**config.mk**
```make
export PLATFORM = sky130hd
export DESIGN_NAME = macarray_out_writer
export DESIGN_NICKNAME = d
export VERILOG_FILES = /design/src/rtl/macarray_out_writer.sv
export SDC_FILE = /design/constraint.sdc
export NUM_CORES = 1
export LEC_CHECK = 0
export ABC_AREA = 0
export BUFFER_PORTS_ARGS = -buffer_cell sky130_fd_sc_hd__buf_2
export CORE_MARGIN = 4
export CORE_UTILIZATION = 40
export DETAILED_ROUTE_END_ITERATION = 8
export PLACE_DENSITY = 0.64
export SLEW_MARGIN = 40
export SYNTH_ARGS = -nofsm -noshare
export SYNTH_HDL_FRONTEND = slang
export SYNTH_SLANG_ARGS = --single-unit
export TNS_END_PERCENT = 1
```
**constraint.sdc**
```tcl
create_clock -name CLK -period 2.4 [get_ports CLK]
set_input_delay 0.36 -clock CLK [delete_from_list [all_inputs] [get_ports CLK]]
set_output_delay 0.36 -clock CLK [all_outputs]
set_load 0.02 [all_outputs]
```
**src/rtl/macarray_out_writer.sv**
```systemverilog
// Writeback stage for macarray: packs the row-major 16-bit result stream into 64-bit words for the 16x64 output SRAM.
// Define MACOUT_CLEAR_EN to zero all 16 output words before each job.
module macarray_out_writer (
    input  logic        CLK,
    input  logic        RSTN,
    input  logic [11:0] MNT,
    input  logic        START,
    input  logic        RES_VALID,
    output logic        RES_READY,
    input  logic [15:0] RES_DATA,
    output logic        EN_O,
    output logic        RW_O,
    output logic [3:0]  ADDR_O,
    output logic [63:0] WDATA_O,
    output logic        BUSY,
    output logic        DONE
);

    typedef enum logic [2:0] {
        IDLE    = 3'd0,
        CLEAR   = 3'd1,
        COLLECT = 3'd2,
        WRITE   = 3'd3,
        FINISH  = 3'd4
    } state_t;

    state_t      state, state_d;
    logic [3:0]  mq, mq_d, tq, tq_d;
    logic [3:0]  r, r_d;
    logic [2:0]  c, c_d;
    logic [63:0] pack, pack_d, merged;
    logic        wr_d;
    logic [3:0]  addr_d;
    logic [63:0] wdata_d;
    logic [3:0]  m_clamped, t_clamped;
    logic        last_col, last_row, word_done, accept;
`ifdef MACOUT_CLEAR_EN
    logic [4:0]  clr_cnt, clr_cnt_d;
`endif

    // N is carried in MNT but plays no part in writeback.
    logic unused_n;
    assign unused_n = ^MNT[7:4];

    function automatic logic [3:0] clamp8(input logic [3:0] v);
        return (v > 4'd8) ? 4'd8 : v;
    endfunction

    function automatic logic [63:0] put_lane(input logic [63:0] word, input logic [1:0] lane,
                                             input logic [15:0] data);
        logic [63:0] w;
        w = word;
        case (lane)
            2'd0: w[15:0]  = data;
            2'd1: w[31:16] = data;
            2'd2: w[47:32] = data;
            default: w[63:48] = data;
        endcase
        return w;
    endfunction

    assign m_clamped = clamp8(MNT[11:8]);
    assign t_clamped = clamp8(MNT[3:0]);
    assign last_col  = ({1'b0, c} == (tq - 4'd1));
    assign last_row  = (r == (mq - 4'd1));
    assign word_done = (c[1:0] == 2'd3) || last_col;
    assign accept    = (state == COLLECT) && RES_VALID && RES_READY;
    assign merged    = put_lane(pack, c[1:0], RES_DATA);

    always_comb begin
        state_d = state;
        mq_d    = mq;
        tq_d    = tq;
        r_d     = r;
        c_d     = c;
        pack_d  = pack;
        wr_d    = 1'b0;
        addr_d  = ADDR_O;
        wdata_d = WDATA_O;
`ifdef MACOUT_CLEAR_EN
        clr_cnt_d = clr_cnt;
`endif
        case (state)
            IDLE: begin
                if (START) begin
                    mq_d   = m_clamped;
                    tq_d   = t_clamped;
                    r_d    = 4'd0;
                    c_d    = 3'd0;
                    pack_d = 64'd0;
`ifdef MACOUT_CLEAR_EN
                    // First clear write (address 0) issues on the START edge itself.
                    state_d   = CLEAR;
                    wr_d      = 1'b1;
                    addr_d    = 4'd0;
                    wdata_d   = 64'd0;
                    clr_cnt_d = 5'd1;
`else
                    state_d = (m_clamped == 4'd0 || t_clamped == 4'd0) ? FINISH : COLLECT;
`endif
                end
            end
`ifdef MACOUT_CLEAR_EN
            CLEAR: begin
                if (clr_cnt == 5'd16) begin
                    state_d = (mq == 4'd0 || tq == 4'd0) ? FINISH : COLLECT;
                end else begin
                    wr_d      = 1'b1;
                    addr_d    = clr_cnt[3:0];
                    wdata_d   = 64'd0;
                    clr_cnt_d = clr_cnt + 5'd1;
                end
            end
`endif
            COLLECT: begin
                if (accept) begin
                    if (word_done) begin
                        // Write data is registered on the accepting edge so it appears in WRITE.
                        state_d = WRITE;
                        wr_d    = 1'b1;
                        addr_d  = {r[2:0], c[2]};
                        wdata_d = merged;
                        pack_d  = 64'd0;
                    end else begin
                        pack_d = merged;
                        c_d    = c + 3'd1;
                    end
                end
            end
            WRITE: begin
                if (last_col) begin
                    c_d     = 3'd0;
                    r_d     = r + 4'd1;
                    state_d = last_row ? FINISH : COLLECT;
                end else begin
                    c_d     = c + 3'd1;
                    state_d = COLLECT;
                end
            end
            FINISH:  state_d = IDLE;
            default: state_d = IDLE;
        endcase
    end

    // Outputs are registered from the next-state decode so they line up with the state they describe.
    always_ff @(posedge CLK or negedge RSTN) begin
        if (!RSTN) begin
            state     <= IDLE;
            mq        <= 4'd0;
            tq        <= 4'd0;
            r         <= 4'd0;
            c         <= 3'd0;
            pack      <= 64'd0;
            RES_READY <= 1'b0;
            EN_O      <= 1'b0;
            RW_O      <= 1'b0;
            ADDR_O    <= 4'd0;
            WDATA_O   <= 64'd0;
            BUSY      <= 1'b0;
            DONE      <= 1'b0;
`ifdef MACOUT_CLEAR_EN
            clr_cnt   <= 5'd0;
`endif
        end else begin
            state     <= state_d;
            mq        <= mq_d;
            tq        <= tq_d;
            r         <= r_d;
            c         <= c_d;
            pack      <= pack_d;
            RES_READY <= (state_d == COLLECT);
            EN_O      <= wr_d;
            RW_O      <= wr_d;
            ADDR_O    <= addr_d;
            WDATA_O   <= wdata_d;
            BUSY      <= (state_d != IDLE);
            DONE      <= (state_d == FINISH);
`ifdef MACOUT_CLEAR_EN
            clr_cnt   <= clr_cnt_d;
`endif
        end
    end

endmodule

```
# Word-level counts from Yosys, hierarchy flattened
# Index checks and enable logic that the tools add are counted.
[word_totals]
ff_bits = 154
input_bits = 32
ramBits = 0
mem_bits_ro = 0
n_memories = 0
latchBits = 0
[op_classes]
multipliers = 0
muxes = 28
magnitude_cmp = 2
n_addsub = 4
shift = 0
reduce_logical = 18
n_div = 0
n_bitwise = 0
n_eq_ne = 13
[ops]
columns = ["cell", "count"]
rows = [
  ["2-to-1 mux 64 bit", 3],
  ["case mux 64 bit (2 select lines)", 1],
  ["2-to-1 mux 16 bit", 4],
  ["2-to-1 mux 3 bit", 10],
  ["case mux 3 bit (3 select lines)", 2],
  ["2-to-1 mux 4 bit", 4],
  ["== test 3 x 2 -> 1 bit, second input constant", 3],
  ["AND reduction 3 bit", 3],
  ["greater-than comparator 4 bit, second input constant", 2],
  ["zero test 4 bit", 2],
  ["inequality test 2 bit, second input constant", 4],
  ["case mux 4 bit (2 select lines)", 1],
  ["subtractor 4 x 1 -> 4 bit, second input constant", 2],
  ["nonzero test 3 bit", 2],
  ["adder 4 x 1 -> 4 bit, second input constant", 1],
  ["== test 2 bit, second input constant", 2],
  ["== test 3 x 4 -> 1 bit", 1],
  ["== test 4 bit", 1],
  ["AND reduction 4 bit", 1],
  ["nonzero test 2 bit", 2],
  ["adder 3 x 1 -> 3 bit, second input constant", 1],
  ["== test 3 bit, second input constant", 1],
  ["zero test 3 bit", 1],
  ["2-to-1 mux 1 bit", 3],
  ["other kinds (6)", 8],
]

# Depth between registers and ports, before layout
# Gate-level depths: netlist (run 1).
[logic_depth]
word_depth = 8
mapped_depth = 9

# Least setup slack after synthesis (run 1)
# Ideal clock, no wire load.
[synth_path]
path_kind = "reg2reg"
startpoint = "register tq[0]"
endpoint = "register WDATA_O[0]"
n_path_buf = 2
period_less_slack_ns = 2.196
stages_incl_launch_ff = 10
setup_time_ns = 0.125
path_slack_ns = 0.204
required_ns = 2.275
arrival_time_ns = 2.071
path_cell_list = "dfrtp_1 inv_1 ha_1 xnor3_1 nand3_2 nor2_2 o21a_1 buf_6 buf_6 mux2_4"
[synth_between]
elab_chain_cells = 4
[synth_rtl]
columns = ["element", "line_no", "text"]
rows = [
  ["from (decl)", "28", "logic [3:0] mq, mq_d, tq, tq_d;"],
  ["from (signal assigned)", "167", "tq <= tq_d;"],
  ["subtractor 4 x 1 -> 4 bit", "64", "assign last_col = ({1'b0, c} == (tq - 4'd1));"],
  ["== test 3 x 4 -> 1 bit", "64", ""],
  ["logical OR 1 bit", "66", "assign word_done = (c[1:0] == 2'd3) || last_col;"],
  ["AND reduction 3 bit (no line)", "--", ""],
  ["to (signal assigned)", "175", "WDATA_O <= wdata_d;"],
  ["to (decl)", "14", "output logic [63:0] WDATA_O,"],
]
# No other way between the ends.
# A chain may end at the register's enable or synchronous reset.

# Final worst setup path (run 1)
[layout_path]
startpoint = "register tq[0]"
endpoint = "register pack[12]"
[layout_between]
elab_chain_cells = 6
[layout_rtl]
columns = ["element", "line_no", "text"]
rows = [
  ["subtractor 4 x 1 -> 4 bit", "64", ""],
  ["== test 3 x 4 -> 1 bit", "64", ""],
  ["logical OR 1 bit", "66", ""],
  ["2-to-1 mux 64 bit", "117", "if (word_done) begin"],
  ["2-to-1 mux 64 bit", "116", "if (accept) begin"],
  ["case mux 64 bit (2 select lines)", "83", "case (state)"],
  ["to (signal assigned)", "170", "pack <= pack_d;"],
  ["to (decl)", "31", "logic [63:0] pack, pack_d, merged;"],
]
# No other way between the ends. The select of a mux whose other input is x is not followed.

==> reports/results.ini, run 1 <==
[finish]
num_antenna_cells=0
final_nets=660
fillerInstances=1538
post_route_cells_drive_above_1_share_pct=43.5
layout-area-overhead-vs-synth_pct=20.6
postLayoutCoreUtil_pct=49.0
stdcell_count=859
finalInstanceArea_um2=8410

[run_status]
outcome=finished clean

[power]
irDropWorstVdd_mv=0.658
p_comb_share_pct=45.4
power.share.clock_pct=20.4
power_per_cell_area_nw_per_um2=1460
switchingPower_mw=4.64
power_report.internal_total_mw=7.67
post-layout-total-power_mw=12.3
switching_share_pct=37.7
pwr-share-seq_pct=34.2
cellLeakagePower_nw=4.10

[global_routing]
grt_pass1_wl_mm=27.4
antenna_found_initial=0
grt_usage_pct=17.6
vias_in_the_first_global_route=4988
grt_max_degree=71
grt.overflow.total=0

[setup_path]
rr_endpoint=pack[12]$_DFFE_PN0P_
worstReg2RegStart=tq[0]$_DFFE_PN0P_
reg2reg_setup_slack_ns=0.06
worst_setup_path_end_kind=register
worstSetupPathType=reg2reg
worstRegToRegCells=7
worst_setup_path_startpoint=tq[0]$_DFFE_PN0P_
crit_path_max_fanout=16
worstSetupEndpoint=pack[12]$_DFFE_PN0P_
required_time_reported_for_the_critical_path_endpoint_ns=2.76
cp_arrival_ns=2.70
setup.worst_path.start_class=register

[clocking]
path_clk_slew_ns=0.06
cts_tree=done
numCtsBuffers=17
htree_num_levels=4
cts.root.buffer_cell=sky130_fd_sc_hd__clkbuf_16
clock_latency_ns=0.43
clock_path_buffers=2
cts.sinks=154

[sta]
grt_setup_unrepaired=true
max_slew.worst_pin.slew_ns=0.811
skew_ns=0.0111
setup_viol=0
max-slew-margin-rel_pct=45.9
fin_crit_ns=2.34
min_period_over_period_pct=97.5
drv_slew=0
finalHoldViolCount=0
final_critical_path_setup_slack_ns=0.0601
fmax_mhz=427

[floorplanning]
num_rows=48
io_pins=105
fp.dieH_um=140
die_w_um=140
initial_utilization_pct=40.6
core_area_um2=17200
die_area_um2=19600

[synthesis]
synth_largest_type_area_fraction_pct=55.3
synth-adder-area-share_pct=1.26
yosysSeqAreaShare_pct=55.3
postSynthCellCount=509
share_of_flip_flops_with_an_asynchronous_set_or_reset_pct=100
synth_top_cells_by_area=sky130_fd_sc_hd__dfrtp_1, sky130_fd_sc_hd__mux2_4, sky130_fd_sc_hd__mux2_2
synth_mux_area_share_pct=19.6
yosys_warnings=0
synthDistinctLibCells=41
synthesis.area_per_instance_um2=13.7
synth_top_family_by_area=multiplexers
cell_type_with_the_largest_total_area_after_synthesis=sky130_fd_sc_hd__dfrtp_1
synth-simple-area-share_pct=6.46
synth_xor_area_share_pct=1.33
synth.net_count=548
synth_area_um2=6970
ys_seq_elements=154
synth-compound-area-share_pct=12.5
synth_edf_count=0
yosys_most_used_dff=sky130_fd_sc_hd__dfrtp_1

[drt]
route.final.wire_length_mm=16.4
route.detailed.drc=0
average_routed_wire_per_standard_cell_um=19.1
vias_per_cell=5.41
routed-via-count=4651
drt.antenna.violating_nets=0
drt_pass1_iterations=4
drtIter0Drc=299

[place]
place_worst_setup_slack_ns=-0.208
placedCellCount=822
dpl.hpwl_mm=11.2
postPlaceCellArea_um2=7800
io_buffer_count=100
weighted_congestion_at_the_end_of_routability_driven_global_placement=0.811

[worst_hold_path]
hold_path_class=in2reg

[run]
drv.max_cap_violation_count=0

==> synthesized netlist by cell type (8+ instances only) <==
| cell | n |
|---|---|
| sky130_fd_sc_hd__dfrtp_1 | 154 |
| sky130_fd_sc_hd__mux2_2 | 55 |
| sky130_fd_sc_hd__a22o_1 | 50 |
| sky130_fd_sc_hd__mux2_4 | 48 |
| sky130_fd_sc_hd__o22ai_1 | 32 |
| sky130_fd_sc_hd__a21oi_1 | 17 |
| sky130_fd_sc_hd__and2_1 | 16 |
| sky130_fd_sc_hd__nand2_1 | 16 |
| sky130_fd_sc_hd__clkbuf_1 | 14 |
| sky130_fd_sc_hd__buf_6 | 10 |
| sky130_fd_sc_hd__nand2b_1 | 9 |
| sky130_fd_sc_hd__o21ai_0 | 8 |
==> cell type report <==
type | instances | area, µm² | area share, %
Multi-Input combinational cell | 314 | 2920 | 34.7
Timing Repair Buffer | 127 | 782 | 9.30
Tap cell | 225 | 282 | 3.35
Clock inverter | 13 | 106 | 1.26
Clock buffer | 19 | 443 | 5.27
Inverter | 7 | 26.3 | 0.312
Sequential cell | 154 | 3850 | 45.8
==> logic make-up after synthesis <==
group                    count (synthesis)
XOR/XNOR                                 9
buffers and inverters                   41
AND/OR/NAND/NOR                         73
adder cells (fa/ha/maj)                  7
multiplexers                           106
AO/OA/AOI/OAI                          119
flip-flops                             154
==> stage by stage <==
stage	hold slack [ns]	setup TNS, ns
after floorplan	0.0644	0
after global placement	0.416	-7.06
after detailed placement	0.423	-9.24
after CTS	0.193	0
after global routing	0.205	-0.427
final	0.212	0
==> placed cells by master (no fill, tap or decap), types with 9 or more instances in the layout <==
| cell | netlist | final |
|---|---|---|
| sky130_fd_sc_hd__a21oi_1 | 17 | 17 |
| sky130_fd_sc_hd__and2_1 | 16 | 16 |
| sky130_fd_sc_hd__dfrtp_1 | 154 | 154 |
| sky130_fd_sc_hd__nand2b_1 | 9 | 9 |
| sky130_fd_sc_hd__clkbuf_16 | 0 | 17 |
| sky130_fd_sc_hd__mux2_2 | 55 | 55 |
| sky130_fd_sc_hd__mux2_4 | 48 | 48 |
| sky130_fd_sc_hd__a22o_1 | 50 | 50 |
| sky130_fd_sc_hd__buf_2 | 6 | 99 |
| sky130_fd_sc_hd__o22ai_1 | 32 | 32 |
| sky130_fd_sc_hd__buf_4 | 4 | 19 |
| sky130_fd_sc_hd__nand2_1 | 16 | 16 |
==> flip-flops by register name, indices dropped and copies added, names as in the netlist <==
signal / cells
ADDR_O: 4
BUSY: 1
DONE: 1
RES_READY: 1
RW_O: 1
WDATA_O: 64
c: 3
mq: 4
pack: 64
r: 4
state: 3
tq: 4
==> worst min-delay path by stage <==
stage	start	endpoint	slack, ns	depth (start not counted)
after CTS	MNT[10]	mq[2]$_DFFE_PN0P_	0.19	3
after global routing	MNT[3]	tq[3]$_DFFE_PN0P_	0.21	2
final	MNT[10]	mq[2]$_DFFE_PN0P_	0.21	3
after global placement	RSTN	ADDR_O[2]$_DFFE_PN0P_	0.42	1
after detailed placement	RSTN	WDATA_O[59]$_DFFE_PN0P_	0.42	1
after floorplan	RSTN	ADDR_O[0]$_DFFE_PN0P_	0.06	0
==> power by group through the flow <==
stage	Combinational [mW]	Clock [mW]	Sequential [mW]
finish	5.59	2.51	4.22
detailed placement	5.51	0	4.24
global placement	5.33	0	4.19
floorplan	3.54	0	4.66
CTS	5.58	2.55	4.22
global route	6.03	2.67	4.35
==> metal layers <==
metal | GRT usage, % | vias up | share of wire (%)
li1 | - | 2112 | -
met4 | 6.02 | 0 | 1.7
met1 | 23.3 | 2386 | 45
met5 | 0 | - | 0
met2 | 28.0 | 128 | 48
met3 | 4.85 | 25 | 5.4
==> worst max-delay path: stages, from the launching register on <==
cell	delay, ns
sky130_fd_sc_hd__dfrtp_1	0.38
sky130_fd_sc_hd__buf_4	0.14
sky130_fd_sc_hd__or4_4	0.50
sky130_fd_sc_hd__nand3_2	0.12
sky130_fd_sc_hd__nor2_4	0.07
sky130_fd_sc_hd__buf_4	0.14
sky130_fd_sc_hd__o31ai_4	0.65
sky130_fd_sc_hd__a22o_1	0.27
==> repair_timing <==
| action | 4_1_cts | 5_1_grt |
|---|---|---|
| gates resized for setup | 1 | 4 |
| gates cloned | 0 | 0 |
| hold buffers | 1 | 0 |
| setup endpoints to repair | 76 | 73 |
| buffers inserted | 2 | 2 |
| endpoints found under the hold margin | 68 | 0 |
| pin swaps | 1 | 10 |
No activity file was read; power rests on OpenSTA's default activity.
==> run 2, diff against run 1 <==
--- a/config.mk
+++ b/config.mk
@@ -10,6 +10,7 @@
 export CORE_MARGIN = 4
 export CORE_UTILIZATION = 40
 export DETAILED_ROUTE_END_ITERATION = 8
+export MAX_ROUTING_LAYER = met4
 export PLACE_DENSITY = 0.64
 export SLEW_MARGIN = 40
 export SYNTH_ARGS = -nofsm -noshare
==> reports/results.ini, run 2 (same netlist as run 1, synthesis figures left out) <==
[worst_hold_path]
hold_path_class=in2reg
worst_hold_stages=3  ; unchanged
terminating_pin_of_the_worst_hold_path=mq[2]$_DFFE_PN0P_
min_from=MNT[10]

[setup_path]
worstSetupPathType=reg2reg
setup.worst_path.start_class=register
required_time_reported_for_the_critical_path_endpoint_ns=2.76  ; about the same
worst_setup_path_end_kind=register
reg2reg_setup_slack_ns=0.07  ; about the same
rr_endpoint=pack[12]$_DFFE_PN0P_
worstRegToRegCells=7  ; unchanged
crit_path_max_fanout=16  ; unchanged
worstReg2RegStart=tq[0]$_DFFE_PN0P_
cp_arrival_ns=2.69  ; about the same
worst_setup_path_startpoint=tq[0]$_DFFE_PN0P_

[clocking]
cts.sinks=154  ; unchanged
path_clk_slew_ns=0.07  ; about the same
clock_path_buffers=2  ; unchanged
numCtsBuffers=17  ; unchanged
cts.root.buffer_cell=sky130_fd_sc_hd__clkbuf_16
clock_latency_ns=0.43  ; about the same
htree_num_levels=4  ; unchanged
cts_tree=done

[place]
dpl.hpwl_mm=11.2  ; unchanged
io_buffer_count=100  ; unchanged
weighted_congestion_at_the_end_of_routability_driven_global_placement=0.823  ; +1.5%
postPlaceCellArea_um2=7800  ; unchanged
place_worst_setup_slack_ns=-0.208  ; unchanged

[finish]
multi_input_comb_area_um2=2920  ; unchanged
layout_top_registers=WDATA_O x64, pack x64
num_antenna_cells=0  ; unchanged
fillerInstances=1538  ; unchanged
post_route_cells_drive_above_1_share_pct=43.5  ; unchanged
ff_latch_area_um2=3850  ; unchanged
final_nets=660  ; unchanged
final_common_cell=sky130_fd_sc_hd__dfrtp_1
finalInstanceArea_um2=8410  ; unchanged
layout-area-overhead-vs-synth_pct=20.6  ; unchanged
most-common-layout-cells=sky130_fd_sc_hd__dfrtp_1, sky130_fd_sc_hd__buf_2, sky130_fd_sc_hd__mux2_2

[global_routing]
vias_in_the_first_global_route=4995  ; +0.14%
grt_pass1_wl_mm=27.4  ; about the same
grt_max_degree=71  ; unchanged
grt.overflow.total=0  ; unchanged
grt_usage_pct=18.1  ; +0.55 points
antenna_found_initial=0  ; unchanged

[drt]
average_routed_wire_per_standard_cell_um=19.1  ; -0.35%
met3_wirelength_um=884  ; -1.2%
routed-via-count=4651  ; unchanged
drt_pass1_iterations=5  ; +1
route.detailed.drc=0  ; unchanged
wirelength_met1_mm=7.46  ; +0.59%
route.met2.wl_mm=7.80  ; -0.60%
drtIter0Drc=319  ; +6.7%
routed.top_layer=met4
drt.antenna.violating_nets=0  ; unchanged
route.final.wire_length_mm=16.4  ; -0.35%
vias_per_cell=5.41  ; unchanged

[sta]
final_critical_path_setup_slack_ns=0.0675  ; +0.00737 ns
grt_setup_unrepaired=true
fmax_mhz=429  ; +0.32%
max-slew-margin-rel_pct=46.0  ; +0.098 points
max_slew.worst_pin.slew_ns=0.810  ; -0.00147 ns
fin_crit_ns=2.33  ; -0.00737 ns
setup_viol=0  ; unchanged
skew_ns=0.0113  ; +0.000149 ns
min_period_over_period_pct=97.2  ; -0.31 points
finalHoldViolCount=0  ; unchanged
drv_slew=0  ; unchanged
setup_tns_ns=0  ; unchanged

[run]
drv.max_cap_violation_count=0  ; unchanged

[floorplanning]
core_area_um2=17200  ; unchanged
io_pins=105  ; unchanged
die_area_um2=19600  ; unchanged
num_rows=48  ; unchanged
die_w_um=140  ; unchanged
initial_utilization_pct=40.6  ; unchanged
fp.dieH_um=140  ; unchanged

[power]
post-layout-total-power_mw=12.3  ; about the same
irDropWorstVdd_mv=0.655  ; -0.40%
power_per_cell_area_nw_per_um2=1460  ; about the same
cellLeakagePower_nw=4.10  ; about the same

[run_status]
outcome=finished clean

[run 2: cell counts in the layout (fill, tap and decap cells not counted)]
No cell type changed its count.
[run 2: through the flow]
stage | instances | utilization [%] | hold WS, ns
2_1_floorplan | 509 | - | 0.0644
4_1_cts | 857 | 48.8 | 0.193
3_5_place_dp | 822 | 45.4 | 0.423
3_3_place_gp | 822 | 45.3 | 0.416
6_report | 859 | 49.0 | 0.213
5_1_grt | 859 | 49.0 | 0.202
[run 2: how the worst max path moves through the flow]
stage                              endpoint
finish                 pack[12]$_DFFE_PN0P_
global route        WDATA_O[59]$_DFFE_PN0P_
CTS                     pack[1]$_DFFE_PN0P_
detailed placement         r[0]$_DFFE_PN0P_
global placement       pack[14]$_DFFE_PN0P_
floorplan            WDATA_O[0]$_DFFE_PN0P_
[run 2: critical path: stages (launching register included)]
cell and delay (ns):
sky130_fd_sc_hd__dfrtp_1 0.38, sky130_fd_sc_hd__buf_4 0.14, sky130_fd_sc_hd__or4_4 0.50, sky130_fd_sc_hd__nand3_2 0.12, sky130_fd_sc_hd__nor2_4 0.07, sky130_fd_sc_hd__buf_4 0.14, sky130_fd_sc_hd__o31ai_4 0.65, sky130_fd_sc_hd__a22o_1 0.27
[run 2: power breakdown]
group          total, mW  internal [mW]  switching [mW]
Clock               2.51           1.37            1.13
Combinational       5.59           2.74            2.85
Sequential          4.21           3.56           0.652
[run 2: final cells by class]
class / instances / share of cell area (%)
Tap cell: 225 / 3.35
Multi-Input combinational cell: 314 / 34.7
Inverter: 7 / 0.312
Sequential cell: 154 / 45.8
Clock buffer: 19 / 5.27
Clock inverter: 13 / 1.26
Timing Repair Buffer: 127 / 9.30
[run 2: timing repair]
item                                   4_1_cts  5_1_grt
resized for setup                            1        4
setup endpoints to repair                   76       73
pin swaps                                    1        9
endpoints found under the hold margin       68        0
hold buffers                                 1        0
setup buffers                                2        2
[run 2: metal layers]
metal	GRT usage (%)	up-vias
li1	-	2112
met1	23.4	2381
met2	28.0	137
met3	5.16	21
met4	5.41	0
met5	-	-
